### config.mk
export PLATFORM = sky130hd
export DESIGN_NAME = regfile_wr_arbiter_flat
export DESIGN_NICKNAME = d
export VERILOG_FILES = /design/src/rtl/regfile_wr_arbiter_pkg.sv /design/src/rtl/regfile_wr_arbiter_if.sv /design/src/rtl/regfile_wr_arbiter_chk.sv /design/src/rtl/regfile_wr_arbiter_decoder.sv /design/src/rtl/regfile_wr_arbiter.sv /design/src/flat_wrapper.sv
export SDC_FILE = /design/constraint.sdc
export NUM_CORES = 1
export LEC_CHECK = 0
export BUFFER_PORTS_ARGS = -buffer_cell sky130_fd_sc_hd__buf_2
export CAP_MARGIN = 10
export CORE_ASPECT_RATIO = 1.5
export CORE_MARGIN = 2
export CORE_UTILIZATION = 38
export CTS_CLUSTER_DIAMETER = 80
export DETAILED_ROUTE_END_ITERATION = 16
export MAX_ROUTING_LAYER = met4
export PLACE_DENSITY = 0.76
export RECOVER_POWER = 25
export SLEW_MARGIN = 20
export SYNTH_ARGS = -nofsm -noshare
export SYNTH_HDL_FRONTEND = slang
export SYNTH_SLANG_ARGS = --single-unit
### constraint.sdc
create_clock -name clk -period 2.5 [get_ports clk]
set_input_delay 0.75 -clock clk [delete_from_list [all_inputs] [get_ports clk]]
set_output_delay 0.75 -clock clk [all_outputs]
set_load 0.005 [all_outputs]
### src/rtl/regfile_wr_arbiter_pkg.sv
// ----------------------------------------------------------------------------
// regfile_pkg
// Shared types and constants for the register-file write-port arbiter.
//   REG_NO_W / NUM_REGS : geometry of the 32x32 register file
//   grant_e             : which requester won the last completed transfer
//   ostate_e            : occupancy of the one-entry output stage
//   reg_is_zero()       : writes to register 0 are counted, never performed
// ----------------------------------------------------------------------------
package regfile_pkg;

   localparam int REG_NO_W = 5;
   localparam int NUM_REGS = 32;

   typedef enum logic {
      GNT_A = 1'b0,
      GNT_B = 1'b1
   } grant_e;

   typedef enum logic {
      EMPTY = 1'b0,
      FULL  = 1'b1
   } ostate_e;

   function automatic logic reg_is_zero(input logic [REG_NO_W-1:0] reg_no);
      return (reg_no == {REG_NO_W{1'b0}});
   endfunction

endpackage

### src/rtl/regfile_wr_arbiter_if.sv
// ----------------------------------------------------------------------------
// regfile_wr_arbiter_if
// Bundles both writeback requesters and the register-file write port.
//   master : requester / register-file side (drives valid, reg_no, data, stall)
//   slave  : the arbiter (drives ready, wr_en, wr_data, busy, drop_cnt)
// ----------------------------------------------------------------------------
interface regfile_wr_arbiter_if #(
   parameter int DATA_W = 32,
   parameter int CNT_W  = 8
);
   import regfile_pkg::*;

   logic                a_valid;
   logic                a_ready;
   logic [REG_NO_W-1:0] a_reg_no;
   logic [DATA_W-1:0]   a_data;

   logic                b_valid;
   logic                b_ready;
   logic [REG_NO_W-1:0] b_reg_no;
   logic [DATA_W-1:0]   b_data;

   logic                wr_stall;
   logic [NUM_REGS-1:0] wr_en;
   logic [DATA_W-1:0]   wr_data;
   logic                busy;
   logic [CNT_W-1:0]    drop_cnt;

   modport master (
      output a_valid, a_reg_no, a_data,
      output b_valid, b_reg_no, b_data,
      output wr_stall,
      input  a_ready, b_ready, wr_en, wr_data, busy, drop_cnt
   );

   modport slave (
      input  a_valid, a_reg_no, a_data,
      input  b_valid, b_reg_no, b_data,
      input  wr_stall,
      output a_ready, b_ready, wr_en, wr_data, busy, drop_cnt
   );

endinterface

### src/rtl/regfile_wr_arbiter_chk.sv
// ----------------------------------------------------------------------------
// regfile_wr_arbiter_chk
// Property checker for the write-port arbiter; instantiated by the top.
//   clk, rst_n        : clock and synchronous active-low reset
//   a_ready, b_ready  : requester handshakes
//   wr_stall, busy    : register-file stall and output-stage occupancy
//   wr_en             : one-hot write enable
// ----------------------------------------------------------------------------
module regfile_wr_arbiter_chk #(
   parameter int NUM_REGS = 32
) (
   input logic                clk,
   input logic                rst_n,
   input logic                a_ready,
   input logic                b_ready,
   input logic                wr_stall,
   input logic                busy,
   input logic [NUM_REGS-1:0] wr_en
);

   // The register file must never see two enables at once.
   wr_en_onehot: assert property (@(posedge clk) disable iff (!rst_n)
      $onehot0(wr_en));

   // A single write port can accept only one requester per cycle.
   ready_exclusive: assert property (@(posedge clk) disable iff (!rst_n)
      !(a_ready && b_ready));

   // An occupied output stage always presents its write.
   busy_matches_en: assert property (@(posedge clk) disable iff (!rst_n)
      busy == (wr_en != {NUM_REGS{1'b0}}));

   // A stalled write is held unchanged into the next cycle.
   stall_holds: assert property (@(posedge clk) disable iff (!rst_n)
      (busy && wr_stall) |=> (busy && $stable(wr_en)));

endmodule

### src/rtl/regfile_wr_arbiter_decoder.sv
// ----------------------------------------------------------------------------
// decoder5_32
// Plain 5-to-32 one-hot register decoder.
//   sel : register number
//   dec : one-hot select, bit sel set
// ----------------------------------------------------------------------------
module decoder5_32 (
   input  logic [4:0]  sel,
   output logic [31:0] dec
);

   // One-hot decode of the register number.
   always_comb begin
      dec      = 32'h0000_0000;
      dec[sel] = 1'b1;
   end

endmodule

### src/rtl/regfile_wr_arbiter.sv
// ----------------------------------------------------------------------------
// regfile_wr_arbiter
// Shares the register file's single write port between requester A (ALU
// writeback) and requester B (memory load). A round-robin grant picks one
// request per cycle; the winner is registered in a one-entry output stage
// that drives the one-hot write enable and write data. Writes to register 0
// complete their handshake but are dropped and counted.
//
// Ports:
//   clk    : system clock, all state on rising edge
//   rst_n  : synchronous active-low reset; also forces both readies low
//   bus    : slave modport of regfile_wr_arbiter_if
//            (a_*/b_* handshakes, wr_stall in; wr_en, wr_data, busy,
//             drop_cnt out)
// ----------------------------------------------------------------------------
module regfile_wr_arbiter
   import regfile_pkg::*;
#(
   parameter int DATA_W = 32,
   parameter int CNT_W  = 8
) (
   input logic                  clk,
   input logic                  rst_n,
   regfile_wr_arbiter_if.slave  bus
);

   localparam logic [CNT_W-1:0] CNT_MAX = {CNT_W{1'b1}};
   localparam logic [CNT_W-1:0] CNT_ONE = {{(CNT_W-1){1'b0}}, 1'b1};

   ostate_e             state_r;
   grant_e              last_grant_r;
   logic [REG_NO_W-1:0] reg_no_r;
   logic [DATA_W-1:0]   data_r;
   logic [CNT_W-1:0]    drop_cnt_r;

   logic                out_valid_s;
   logic                room_s;
   logic                gnt_a_s;
   logic                gnt_b_s;
   logic                a_ready_s;
   logic                b_ready_s;
   logic                xfer_a_s;
   logic                xfer_b_s;
   logic                xfer_s;
   logic                xfer_zero_s;
   logic [REG_NO_W-1:0] in_reg_no_s;
   logic [DATA_W-1:0]   in_data_s;
   logic [NUM_REGS-1:0] dec_s;
   logic [NUM_REGS-1:0] wr_en_s;

   // Round-robin grant: on contention the requester that did not win last.
   always_comb begin
      gnt_a_s = 1'b0;
      gnt_b_s = 1'b0;
      case ({bus.a_valid, bus.b_valid})
         2'b10: gnt_a_s = 1'b1;
         2'b01: gnt_b_s = 1'b1;
         2'b11: begin
            if (last_grant_r == GNT_B) begin
               gnt_a_s = 1'b1;
            end else begin
               gnt_b_s = 1'b1;
            end
         end
         default: begin
            gnt_a_s = 1'b0;
            gnt_b_s = 1'b0;
         end
      endcase
   end

   // Handshake: the stage can take a new write when empty or when its held
   // write commits this cycle. Ready never looks at reg_no or data.
   always_comb begin
      out_valid_s = (state_r == FULL);
      room_s      = rst_n && (!out_valid_s || !bus.wr_stall);
      a_ready_s   = gnt_a_s && room_s;
      b_ready_s   = gnt_b_s && room_s;
      xfer_a_s    = bus.a_valid && a_ready_s;
      xfer_b_s    = bus.b_valid && b_ready_s;
      xfer_s      = xfer_a_s || xfer_b_s;
      if (xfer_b_s) begin
         in_reg_no_s = bus.b_reg_no;
         in_data_s   = bus.b_data;
      end else begin
         in_reg_no_s = bus.a_reg_no;
         in_data_s   = bus.a_data;
      end
      xfer_zero_s = xfer_s && reg_is_zero(in_reg_no_s);
   end

   // Output-stage FSM with its stored write, grant history and drop counter.
   always_ff @(posedge clk) begin
      if (!rst_n) begin
         state_r      <= EMPTY;
         last_grant_r <= GNT_B;
         reg_no_r     <= {REG_NO_W{1'b0}};
         data_r       <= {DATA_W{1'b0}};
         drop_cnt_r   <= {CNT_W{1'b0}};
      end else begin
         if (xfer_a_s) begin
            last_grant_r <= GNT_A;
         end else if (xfer_b_s) begin
            last_grant_r <= GNT_B;
         end else begin
            last_grant_r <= last_grant_r;
         end

         case (state_r)
            EMPTY: begin
               if (xfer_s && !xfer_zero_s) begin
                  state_r  <= FULL;
                  reg_no_r <= in_reg_no_s;
                  data_r   <= in_data_s;
               end else begin
                  state_r  <= EMPTY;
               end
            end
            FULL: begin
               // Stalled: nothing transfers (room_s is low), write is held.
               if (!bus.wr_stall) begin
                  if (xfer_s && !xfer_zero_s) begin
                     state_r  <= FULL;
                     reg_no_r <= in_reg_no_s;
                     data_r   <= in_data_s;
                  end else begin
                     state_r  <= EMPTY;
                  end
               end else begin
                  state_r <= FULL;
               end
            end
            default: begin
               state_r <= EMPTY;
            end
         endcase

         if (xfer_zero_s && (drop_cnt_r != CNT_MAX)) begin
            drop_cnt_r <= drop_cnt_r + CNT_ONE;
         end else begin
            drop_cnt_r <= drop_cnt_r;
         end
      end
   end

   decoder5_32 u_dec (
      .sel (reg_no_r),
      .dec (dec_s)
   );

   // Enable only while a write is held; gating with rst_n keeps a write held
   // across a reset edge from ever reaching the register file.
   always_comb begin
      if (out_valid_s && rst_n) begin
         wr_en_s = dec_s;
      end else begin
         wr_en_s = {NUM_REGS{1'b0}};
      end
   end

   assign bus.a_ready  = a_ready_s;
   assign bus.b_ready  = b_ready_s;
   assign bus.wr_en    = wr_en_s;
   assign bus.wr_data  = data_r;
   assign bus.busy     = out_valid_s;
   assign bus.drop_cnt = drop_cnt_r;

   regfile_wr_arbiter_chk #(
      .NUM_REGS (NUM_REGS)
   ) u_chk (
      .clk      (clk),
      .rst_n    (rst_n),
      .a_ready  (a_ready_s),
      .b_ready  (b_ready_s),
      .wr_stall (bus.wr_stall),
      .busy     (out_valid_s),
      .wr_en    (wr_en_s)
   );

endmodule
### src/flat_wrapper.sv
// flat-port wrapper written by rule: the top's interface ports become plain ports
module regfile_wr_arbiter_flat import regfile_pkg::*;
#(
   parameter int DATA_W = 32,
   parameter int CNT_W  = 8
)
  (clk, rst_n, bus_a_valid, bus_a_reg_no, bus_a_data, bus_b_valid, bus_b_reg_no, bus_b_data, bus_wr_stall, bus_a_ready, bus_b_ready, bus_wr_en, bus_wr_data, bus_busy, bus_drop_cnt);
  regfile_wr_arbiter_if #(.DATA_W(DATA_W), .CNT_W(CNT_W)) bus_i ();
  input logic clk;
  input logic rst_n;
  input wire logic [$bits(bus_i.a_valid)-1:0] bus_a_valid;
  input wire logic [$bits(bus_i.a_reg_no)-1:0] bus_a_reg_no;
  input wire logic [$bits(bus_i.a_data)-1:0] bus_a_data;
  input wire logic [$bits(bus_i.b_valid)-1:0] bus_b_valid;
  input wire logic [$bits(bus_i.b_reg_no)-1:0] bus_b_reg_no;
  input wire logic [$bits(bus_i.b_data)-1:0] bus_b_data;
  input wire logic [$bits(bus_i.wr_stall)-1:0] bus_wr_stall;
  output wire logic [$bits(bus_i.a_ready)-1:0] bus_a_ready;
  output wire logic [$bits(bus_i.b_ready)-1:0] bus_b_ready;
  output wire logic [$bits(bus_i.wr_en)-1:0] bus_wr_en;
  output wire logic [$bits(bus_i.wr_data)-1:0] bus_wr_data;
  output wire logic [$bits(bus_i.busy)-1:0] bus_busy;
  output wire logic [$bits(bus_i.drop_cnt)-1:0] bus_drop_cnt;
  assign bus_i.a_valid = bus_a_valid;
  assign bus_i.a_reg_no = bus_a_reg_no;
  assign bus_i.a_data = bus_a_data;
  assign bus_i.b_valid = bus_b_valid;
  assign bus_i.b_reg_no = bus_b_reg_no;
  assign bus_i.b_data = bus_b_data;
  assign bus_i.wr_stall = bus_wr_stall;
  assign bus_a_ready = bus_i.a_ready;
  assign bus_b_ready = bus_i.b_ready;
  assign bus_wr_en = bus_i.wr_en;
  assign bus_wr_data = bus_i.wr_data;
  assign bus_busy = bus_i.busy;
  assign bus_drop_cnt = bus_i.drop_cnt;
  regfile_wr_arbiter #(.DATA_W(DATA_W), .CNT_W(CNT_W)) u_core (.clk(clk), .rst_n(rst_n), .bus(bus_i));
endmodule
==> results of run 1 <==
## registers in the layout, indices dropped and copies added (netlist names)
signal / count
u_core.last_grant_r: 1
u_core.bus.busy: 1
u_core.bus.drop_cnt: 8
u_core.reg_no_r: 5
u_core.bus.wr_data: 32
## per-stage QoR
step           setup WS, ns  hold WS (ns)
2_1_floorplan        0.0535         0.452
3_3_place_gp          0.121         0.470
3_5_place_dp         0.0756         0.489
4_1_cts              0.0932         0.501
5_1_grt              0.0615         0.522
6_report              0.166         0.499
## worst max-delay path, stage by stage
cell and delay, ns:
buf_2 0.11, nand2_1 0.07, or3_4 0.39, nor2_1 0.13, buf_2 0.12
## cells in the final DEF, fill, tap and decap left out, types with 2 or more instances in the layout
cell,n
clkbuf_1,21
buf_12,2
nand3b_1,3
or3_1,5
and4_1,2
a211oi_1,37
nor3_1,2
nor2_1,74
clkbuf_8,5
inv_1,4
nand3_1,7
a21oi_1,8
or3b_1,2
mux2i_1,38
buf_4,8
nand4_1,3
o21ai_1,3
buf_2,134
or4_1,4
dfxtp_1,47
nand2b_1,2
o31ai_1,4
nand2_1,8
## synth_stat cells (all sizes together) (3+ instances only)
cell     n
a211oi  37
a21oi    8
buf     13
clkbuf  10
dfxtp   47
inv      5
mux2i   38
nand2    8
nand3    8
nand3b   3
nand4    3
nor2    74
o21ai    3
o31ai    4
or3      6
or4      4
## kinds of logic after synthesis
family          count (synthesis)  synth area share [%]
compound gates                 59                  17.9
fa+ha+maj                       1                 0.517
buf+inv                        28                  4.86
flops                          47                  38.9
mux                            38                  15.7
simple gates                  116                  22.1
## final cells by class
cell class / instances / area (µm²) / area share (%)
multi-input cells: 214 / 1380 / 41.1
flip-flops and latches: 47 / 941 / 28.0
clock inverters: 1 / 5.00 / 0.149
repair buffers: 163 / 842 / 25.1
inverters: 5 / 18.8 / 0.559
clock buffers: 7 / 76.3 / 2.27
well taps: 74 / 92.6 / 2.76
## metal layers
layer,vias up,GRT usage (%),share of wire (%)
li1,1343,-,-
met1,1142,20.5,38
met2,90,33.4,55
met3,9,3.28,5.1
met4,0,6.03,1.8
met5,-,-,0
## worst min-delay path by stage
stage,from,cells past startpoint,endpoint,slack (ns)
final,u_core.bus.wr_data[9],2,u_core.bus.wr_data[9],0.50
after global routing,u_core.bus.wr_data[19],2,u_core.bus.wr_data[19],0.52
after CTS,u_core.bus.wr_data[3],2,u_core.bus.wr_data[3],0.50
after detailed placement,u_core.bus.wr_data[3],2,u_core.bus.wr_data[3],0.49
after global placement,u_core.bus.drop_cnt[6],2,u_core.bus.drop_cnt[6],0.47
after floorplan,u_core.last_grant_r,2,u_core.last_grant_r,0.45
## what timing repair did
action                     4_1_cts  5_1_grt
setup buffers                    0        1
setup endpoints to repair        0       10
resized for setup                0        1
## power by group
group          total, mW  switching, mW  internal, mW
clock network      0.437          0.240         0.197
registers          0.854         0.0419         0.812
logic              0.374          0.194         0.181
total               1.67          0.476          1.19
==> out/results.tsv, run 1 <==
stage	metric	value	unit
synth	synth_flop_cell	dfxtp_1	
setup_path	start_kind	primary input	
routing	drt_iter0_markers	77	
routing	dr.pass1.iters	4	
floorplan	pin_count	154	
clocking	htree_levels	2	
synth	yosysTopAreaCell	dfxtp_1	
setup_path	crit_fanout	8	
final_layout	fillers	645	
floorplan	rows	35	
sta	finalSetupTns	0	ns
power_and_ir_drop	finalPower	1.67	mW
placed_design	place_hpwl	5230	µm
clocking	cts_root_buf	clkbuf_8	
routing	num_vias	2584	
global_route	antenna_found_initial	0	
setup_path	r2r_start	u_core.bus.busy	
power_and_ir_drop	powerDensity	496	nW/µm²
final_layout	syn_to_final_growth	38.7	%
setup_path	worst-setup-path-type	in2out	
global_route	grt_max_degree	41	
final_layout	design_area	3360	µm²
floorplan	initial_core_util	39.5	%
clocking	clock_sinks	47	
final_layout	layout.nets	516	
sta	clock.fmax	429	MHz
synth	yosysWarnings	0	
routing	viasPerCell	5.06	
placed_design	place_inst	502	
setup_path	crit_path_end	bus_wr_en[28]	
routing	drt-total-wl	6530	µm
global_route	grt_pass1_wl	10400	µm
synth	synth.distinct_cells	33	
synth	synth_top_area_share	38.9	%
synth	postSynthCellCount	289	
final_layout	drive_gt1_share	35.7	%
sta	period_needed	2.33	ns
routing	final_antenna_net_count	0	
setup_path	endpoint_kind	primary output	
run	cap_violations	0	
power_and_ir_drop	ir_worst_vdd	344	µV
synth	yosys-top-cells-area	dfxtp_1 39%, mux2i_1 16%, a211oi_1 11%, nor2_1 11%, a21oi_1 1.7%	
synth	netlist_area	2420	µm²
sta	hold_viol	0	
synth	synth-edff-count	0	
setup_path	timing.rr.end	u_core.bus.drop_cnt[5]	
clocking	insertion_delay	0.29	ns
sta	skew	0.00713	ns
floorplan	die_area	7040	µm²
setup_path	crit_required	1.75	ns
floorplan	die_y	102	µm
clocking	cts_buffers	5	
floorplan	dieWidth	69.2	µm
routing	drc_errors	0	
global_route	grt_use_total	18.4	%
clocking	ctsHoldBuffers	0	
final_layout	final_cells	511	
final_layout	antenna-diode-count	0	
synth	synthArstFlopShare	0	%
clocking	clk_pin_slew_worst_paths	0.08	ns
synth	synth.avg_cell_area	8.37	µm²
setup_path	critPathLaunch	rst_n	
clocking	cts_tree	yes	
placed_design	gp_congestion	0.830	
sta	tightest_slew	0.450	ns
global_route	grt_pass1_vias	2274	
synth	syn_nets	369	
synth	yosys_register_bits	47	
placed_design	dpl-instance-area	3290	µm²
setup_path	crit_arrival	1.58	ns
run_status	outcome	finished, final reports clean	
setup_path	ff2ff_path_depth	5	
clocking	cts_buffer_depth	2	
sta	setup_violations	0	
sta	final_max_slew_viol_count	0	
floorplan	coreArea	6130	µm²
final_layout	final_util	54.7	%
hold_path	min_path_type	reg2reg	
routing	wl_per_cell	12.8	µm
sta	slew-limit-headroom	69.8	%
sta	period_share	93.3	%
power_and_ir_drop	leakagePower	1.70	nW
global_route	overflow	0	
placed_design	portBuffers	153	
synth	seq_area_frac_synth	38.9	%
setup_path	r2r_slack	0.59	ns
sta	rsz0062_at_grt	false	
Power figures use the tool's default switching activity.
==> run 2, diff against run 1 <==
--- a/config.mk
+++ b/config.mk
@@ -12,7 +12,6 @@
 export CORE_UTILIZATION = 38
 export CTS_CLUSTER_DIAMETER = 80
 export DETAILED_ROUTE_END_ITERATION = 16
-export MAX_ROUTING_LAYER = met4
 export PLACE_DENSITY = 0.76
 export RECOVER_POWER = 25
 export SLEW_MARGIN = 20
==> run 2 against run 1 <==
Net effect:
- clock skew up 0.0010 ns
- first-iteration DRC count up 2.6%
- final cell count unchanged
- core utilization unchanged
- clock power about the same
- critical endpoint unchanged
- via count unchanged
- register-to-register slack about the same
- largest power group unchanged
- die area unchanged
- non-clock buffer count unchanged
- sequential power about the same
==> out/results.tsv, run 2 (synthesis results as in run 1) <==
stage	metric	value	unit
setup_path	crit_arrival	1.58	ns
final_layout	fillers	645	
clocking	htree_levels	2	
placed_design	portBuffers	153	
global_route	antenna_found_initial	0	
global_route	grt_pass1_vias	2282	
power_and_ir_drop	leakagePower	1.70	nW
power_and_ir_drop	pwr-share-seq	51.4	%
floorplan	die_area	7040	µm²
floorplan	die_y	102	µm
routing	wl_met1	2480	µm
hold_path	min_path_type	reg2reg	
power_and_ir_drop	clkPwrFrac	26.1	%
setup_path	endpoint_kind	primary output	
floorplan	coreArea	6130	µm²
final_layout	multi_input_area	1380	µm²
hold_path	hold_start	u_core.bus.wr_data[9]	
final_layout	final_cell_mix	134 x buf_2, 74 x nor2_1, 47 x dfxtp_1	
final_layout	mostFrequentLayoutCell	buf_2	
clocking	clk_pin_slew_worst_paths	0.08	ns
floorplan	initial_core_util	39.5	%
routing	top_layer_used	met4	
global_route	grt_max_degree	41	
global_route	grt_pass1_wl	10400	µm
setup_path	r2r_start	u_core.bus.busy	
sta	skew	0.00813	ns
sta	worst_slack	0.166	ns
placed_design	post-place-ws	0.0756	ns
routing	drt_iter0_markers	79	
setup_path	critPathLaunch	rst_n	
setup_path	start_kind	primary input	
final_layout	antenna-diode-count	0	
setup_path	worst-setup-path-type	in2out	
sta	finalSetupTns	0	ns
sta	period_needed	2.33	ns
setup_path	crit_required	1.75	ns
setup_path	crit_fanout	8	
sta	final_max_slew_viol_count	0	
routing	wl_per_cell	12.8	µm
run	cap_violations	0	
clocking	cts_buffer_depth	2	
routing	viasPerCell	5.06	
power_and_ir_drop	ir_worst_vdd	344	µV
global_route	overflow	0	
clocking	clock_sinks	47	
routing	num_vias	2584	
sta	period_share	93.4	%
final_layout	seq_area	941	µm²
power_and_ir_drop	swShare	28.5	%
final_layout	largest_reg_flops	32	
clocking	insertion_delay	0.29	ns
routing	wl_met3	336	µm
sta	hold_viol	0	
sta	slew-limit-headroom	69.8	%
placed_design	gp_congestion	0.818	
power_and_ir_drop	p_sw	474	µW
routing	dr_wl_met2	3610	µm
sta	tightest_slew	0.450	ns
floorplan	dieWidth	69.2	µm
power_and_ir_drop	combPwrFrac	22.5	%
power_and_ir_drop	powerDensity	496	nW/µm²
floorplan	pin_count	154	
sta	clock.fmax	428	MHz
global_route	grt_use_total	17.9	%
clocking	cts_buffers	5	
clocking	cts_tree	yes	
clocking	cts_root_buf	clkbuf_8	
routing	drt-total-wl	6520	µm
sta	setup_violations	0	
routing	dr.pass1.iters	4	
routing	final_antenna_net_count	0	
clocking	ctsHoldBuffers	0	
floorplan	rows	35	
power_and_ir_drop	power.internal	1.19	mW
final_layout	syn_to_final_growth	38.7	%
final_layout	layout.nets	516	
routing	drc_errors	0	
sta	rsz0062_at_grt	false	
run_status	outcome	finished, final reports clean	
final_layout	drive_gt1_share	35.7	%
placed_design	place_hpwl	5230	µm
## run 2: cell counts in the layout (fill, tap and decap cells not counted)
Identical to the previous run, type by type.
## run 2: through the flow
| stage | hold WS [ns] | area [µm²] | total power, mW | util, % | instances |
|---|---|---|---|---|---|
| finish | 0.499 | 3360 | 1.66 | 54.7 | 511 |
| global route | 0.522 | 3360 | 1.77 | 54.7 | 511 |
| CTS | 0.501 | 3370 | 1.69 | 54.9 | 510 |
| detailed placement | 0.489 | 3290 | 1.26 | 53.6 | 502 |
| global placement | 0.470 | 3290 | 1.24 | 53.6 | 502 |
| floorplan | 0.452 | 2420 | 1.08 | - | 289 |
## run 2: area by class of cell
cell class                      instances  area share, %
Multi-Input combinational cell        214           41.1
Sequential cell                        47           28.0
Timing Repair Buffer                  163           25.1
Tap cell                               74           2.76
Clock buffer                            7           2.27
Inverter                                5          0.559
Clock inverter                          1          0.149
## run 2: worst paths after layout
check,depth (start not counted),endpoint,slack [ns]
max,5,bus_wr_en[28],0.17
min,2,u_core.bus.wr_data[9],0.50
max reg2reg,5,u_core.bus.drop_cnt[5],0.59
min reg2reg,2,u_core.bus.wr_data[9],0.50
## run 2: critical path, cell delays in order
cell,delay (ns)
buf_2,0.11
nand2_1,0.07
or3_4,0.39
nor2_1,0.13
buf_2,0.12
## run 2: repair_timing
action                                 in CTS  in global routing
buffers inserted                            0                  1
endpoints found under the hold margin       0                  0
resized for setup                           0                  1
setup endpoints to repair                   0                 10
## run 2: routing by layer
layer	track usage [%]	up-vias
met4	6.03	0
met5	0	-
met1	20.2	1145
met3	3.38	8
met2	33.6	89
li1	-	1342
## run 2: power by group through the flow
stage	clock (mW)	sequential, mW	combinational (mW)
detailed placement	0	0.870	0.386
global route	0.485	0.865	0.421
finish	0.435	0.854	0.374
global placement	0	0.867	0.376
floorplan	0	0.866	0.216
CTS	0.454	0.853	0.387
==> run 3, diff against run 2 <==
--- a/config.mk
+++ b/config.mk
@@ -12,7 +12,7 @@
 export CORE_UTILIZATION = 38
 export CTS_CLUSTER_DIAMETER = 80
 export DETAILED_ROUTE_END_ITERATION = 16
-export PLACE_DENSITY = 0.76
+export PLACE_DENSITY = 0.84
 export RECOVER_POWER = 25
 export SLEW_MARGIN = 20
 export SYNTH_ARGS = -nofsm -noshare
==> run 3 against run 2 <==
Net effect:
- combinational power fell by 1%
- non-clock buffer count decreased by 1
- power grew 0.94%
- count of clock-buffer cells in the layout shrank 1
- critical path type unchanged
- largest power group unchanged
- global-route usage is 1.1 points lower
- largest cell class unchanged
- highest routed layer unchanged
==> out/results.tsv, run 3 (synthesis results as in run 1) <==
stage	metric	value	unit
setup_path	r2r_slack	0.63	ns
setup_path	crit_required	1.75	ns
final_layout	antenna-diode-count	0	
routing	drt_iter0_markers	77	
setup_path	start_kind	primary input	
setup_path	cpLargestDelayFamily	simple AND/OR/NAND/NOR gates	
setup_path	crit_path_top_delay_cell	or3_1	
routing	dr.pass1.iters	4	
sta	setup_violations	0	
routing	drc_errors	0	
sta	slew-limit-headroom	69.1	%
floorplan	die_area	7040	µm²
clocking	insertion_delay	0.29	ns
routing	drt-total-wl	6170	µm
sta	final_max_slew_viol_count	0	
global_route	overflow	0	
global_route	grt_max_degree	46	
sta	worst_slack	0.0734	ns
clocking	htree_levels	2	
global_route	use_met2	32.1	%
final_layout	design_area	3350	µm²
setup_path	cp_num_buf_inv	2	
final_layout	mostFrequentLayoutCell	buf_2	
routing	final_antenna_net_count	0	
run	cap_violations	0	
clocking	clock_sinks	47	
floorplan	initial_core_util	39.5	%
power_and_ir_drop	ir_worst_vdd	384	µV
sta	rsz0062_at_grt	false	
power_and_ir_drop	leakagePower	1.69	nW
placed_design	portBuffers	153	
setup_path	endpoint_kind	primary output	
floorplan	pin_count	154	
clocking	ctsHoldBuffers	0	
final_layout	final_cell_mix	131 x buf_2, 74 x nor2_1, 47 x dfxtp_1	
sta	hold_viol	0	
floorplan	dieWidth	69.2	µm
sta	period_needed	2.43	ns
global_route	gr-usage-met1	17.6	%
final_layout	drive_gt1_share	34.9	%
sta	holdWs	0.492	ns
sta	tightest_slew	0.461	ns
setup_path	critPathMaxStageDelay	0.45	ns
global_route	grt_use_total	16.8	%
hold_path	min_path_type	reg2reg	
sta	clock.fmax	412	MHz
clocking	clk_pin_slew_worst_paths	0.09	ns
clocking	cts_tree	yes	
routing	num_vias	2594	
clocking	cts_buffer_depth	2	
run_status	outcome	finished, final reports clean	
power_and_ir_drop	powerDensity	502	nW/µm²
setup_path	crit_arrival	1.68	ns
sta	period_share	97.1	%
clocking	cts_resized	0	
floorplan	die_y	102	µm
clocking	cts_buffers	5	
floorplan	rows	35	
placed_design	place_hpwl	4820	µm
global_route	antenna_found_initial	0	
setup_path	crit_fanout	8	
global_route	grt_pass1_vias	2261	
placed_design	dpl-instance-area	3290	µm²
sta	finalSetupTns	0	ns
global_route	grt_use_met3	3.58	%
routing	viasPerCell	5.10	
setup_path	path_common_cell	buf_2	
setup_path	worst-setup-path-type	in2out	
clocking	cts_root_buf	clkbuf_8	
placed_design	post-place-ws	0.0769	ns
routing	wl_per_cell	12.1	µm
global_route	grt_pass1_wl	9810	µm
placed_design	gp_congestion	0.854	
setup_path	crit_chain	buf_2 -> nand2_1 -> or3_1 -> nor2_1 -> buf_2	
global_route	busiest_layer	met2	
floorplan	coreArea	6130	µm²
final_layout	layout.nets	515	
final_layout	syn_to_final_growth	38.3	%
final_layout	fillers	585	
clocking	post_cts_buffers	0	
power_and_ir_drop	finalPower	1.68	mW
final_layout	largest_reg_flops	32	
sta	skew	0.0103	ns
[run 3: worst reg2reg max path: stages, from the launching register on]
cell	delay, ns
dfxtp_1	0.43
ha_1	0.22
nand2_1	0.08
or3_1	0.37
o21ai_1	0.27
buf_4	0.22
or3_1	0.10
a21oi_1	0.06
[run 3: layout make-up]
cell class	instances	area (µm²)	share of cell area, %
inverters	5	18.8	0.561
well taps	74	92.6	2.77
repair buffers	162	831	24.8
clock inverters	1	5.00	0.150
multi-input cells	214	1380	41.1
clock buffers	6	82.6	2.47
flip-flops and latches	47	941	28.1
[run 3: through the flow]
step	cells	utilization, %
2_1_floorplan	289	-
3_3_place_gp	502	53.6
3_5_place_dp	502	53.6
4_1_cts	509	55.0
5_1_grt	509	54.6
6_report	509	54.6
[run 3: power breakdown]
group	internal, mW	switching [mW]
clock	0.217	0.239
combinational	0.178	0.192
sequential	0.812	0.0404
[run 3: worst paths after layout]
| path | start | to | cells after the start |
|---|---|---|---|
| min reg2reg | u_core.last_grant_r | u_core.last_grant_r | 2 |
| max | rst_n | bus_wr_en[0] | 5 |
| max reg2reg | u_core.bus.drop_cnt[0] | u_core.bus.drop_cnt[0] | 7 |
| min | u_core.last_grant_r | u_core.last_grant_r | 2 |
[run 3: metal layers]
layer	up-vias	wire length [µm]
li1	1334	-
met3	10	381
met2	101	3180
met4	0	138
met1	1149	2460
met5	-	0
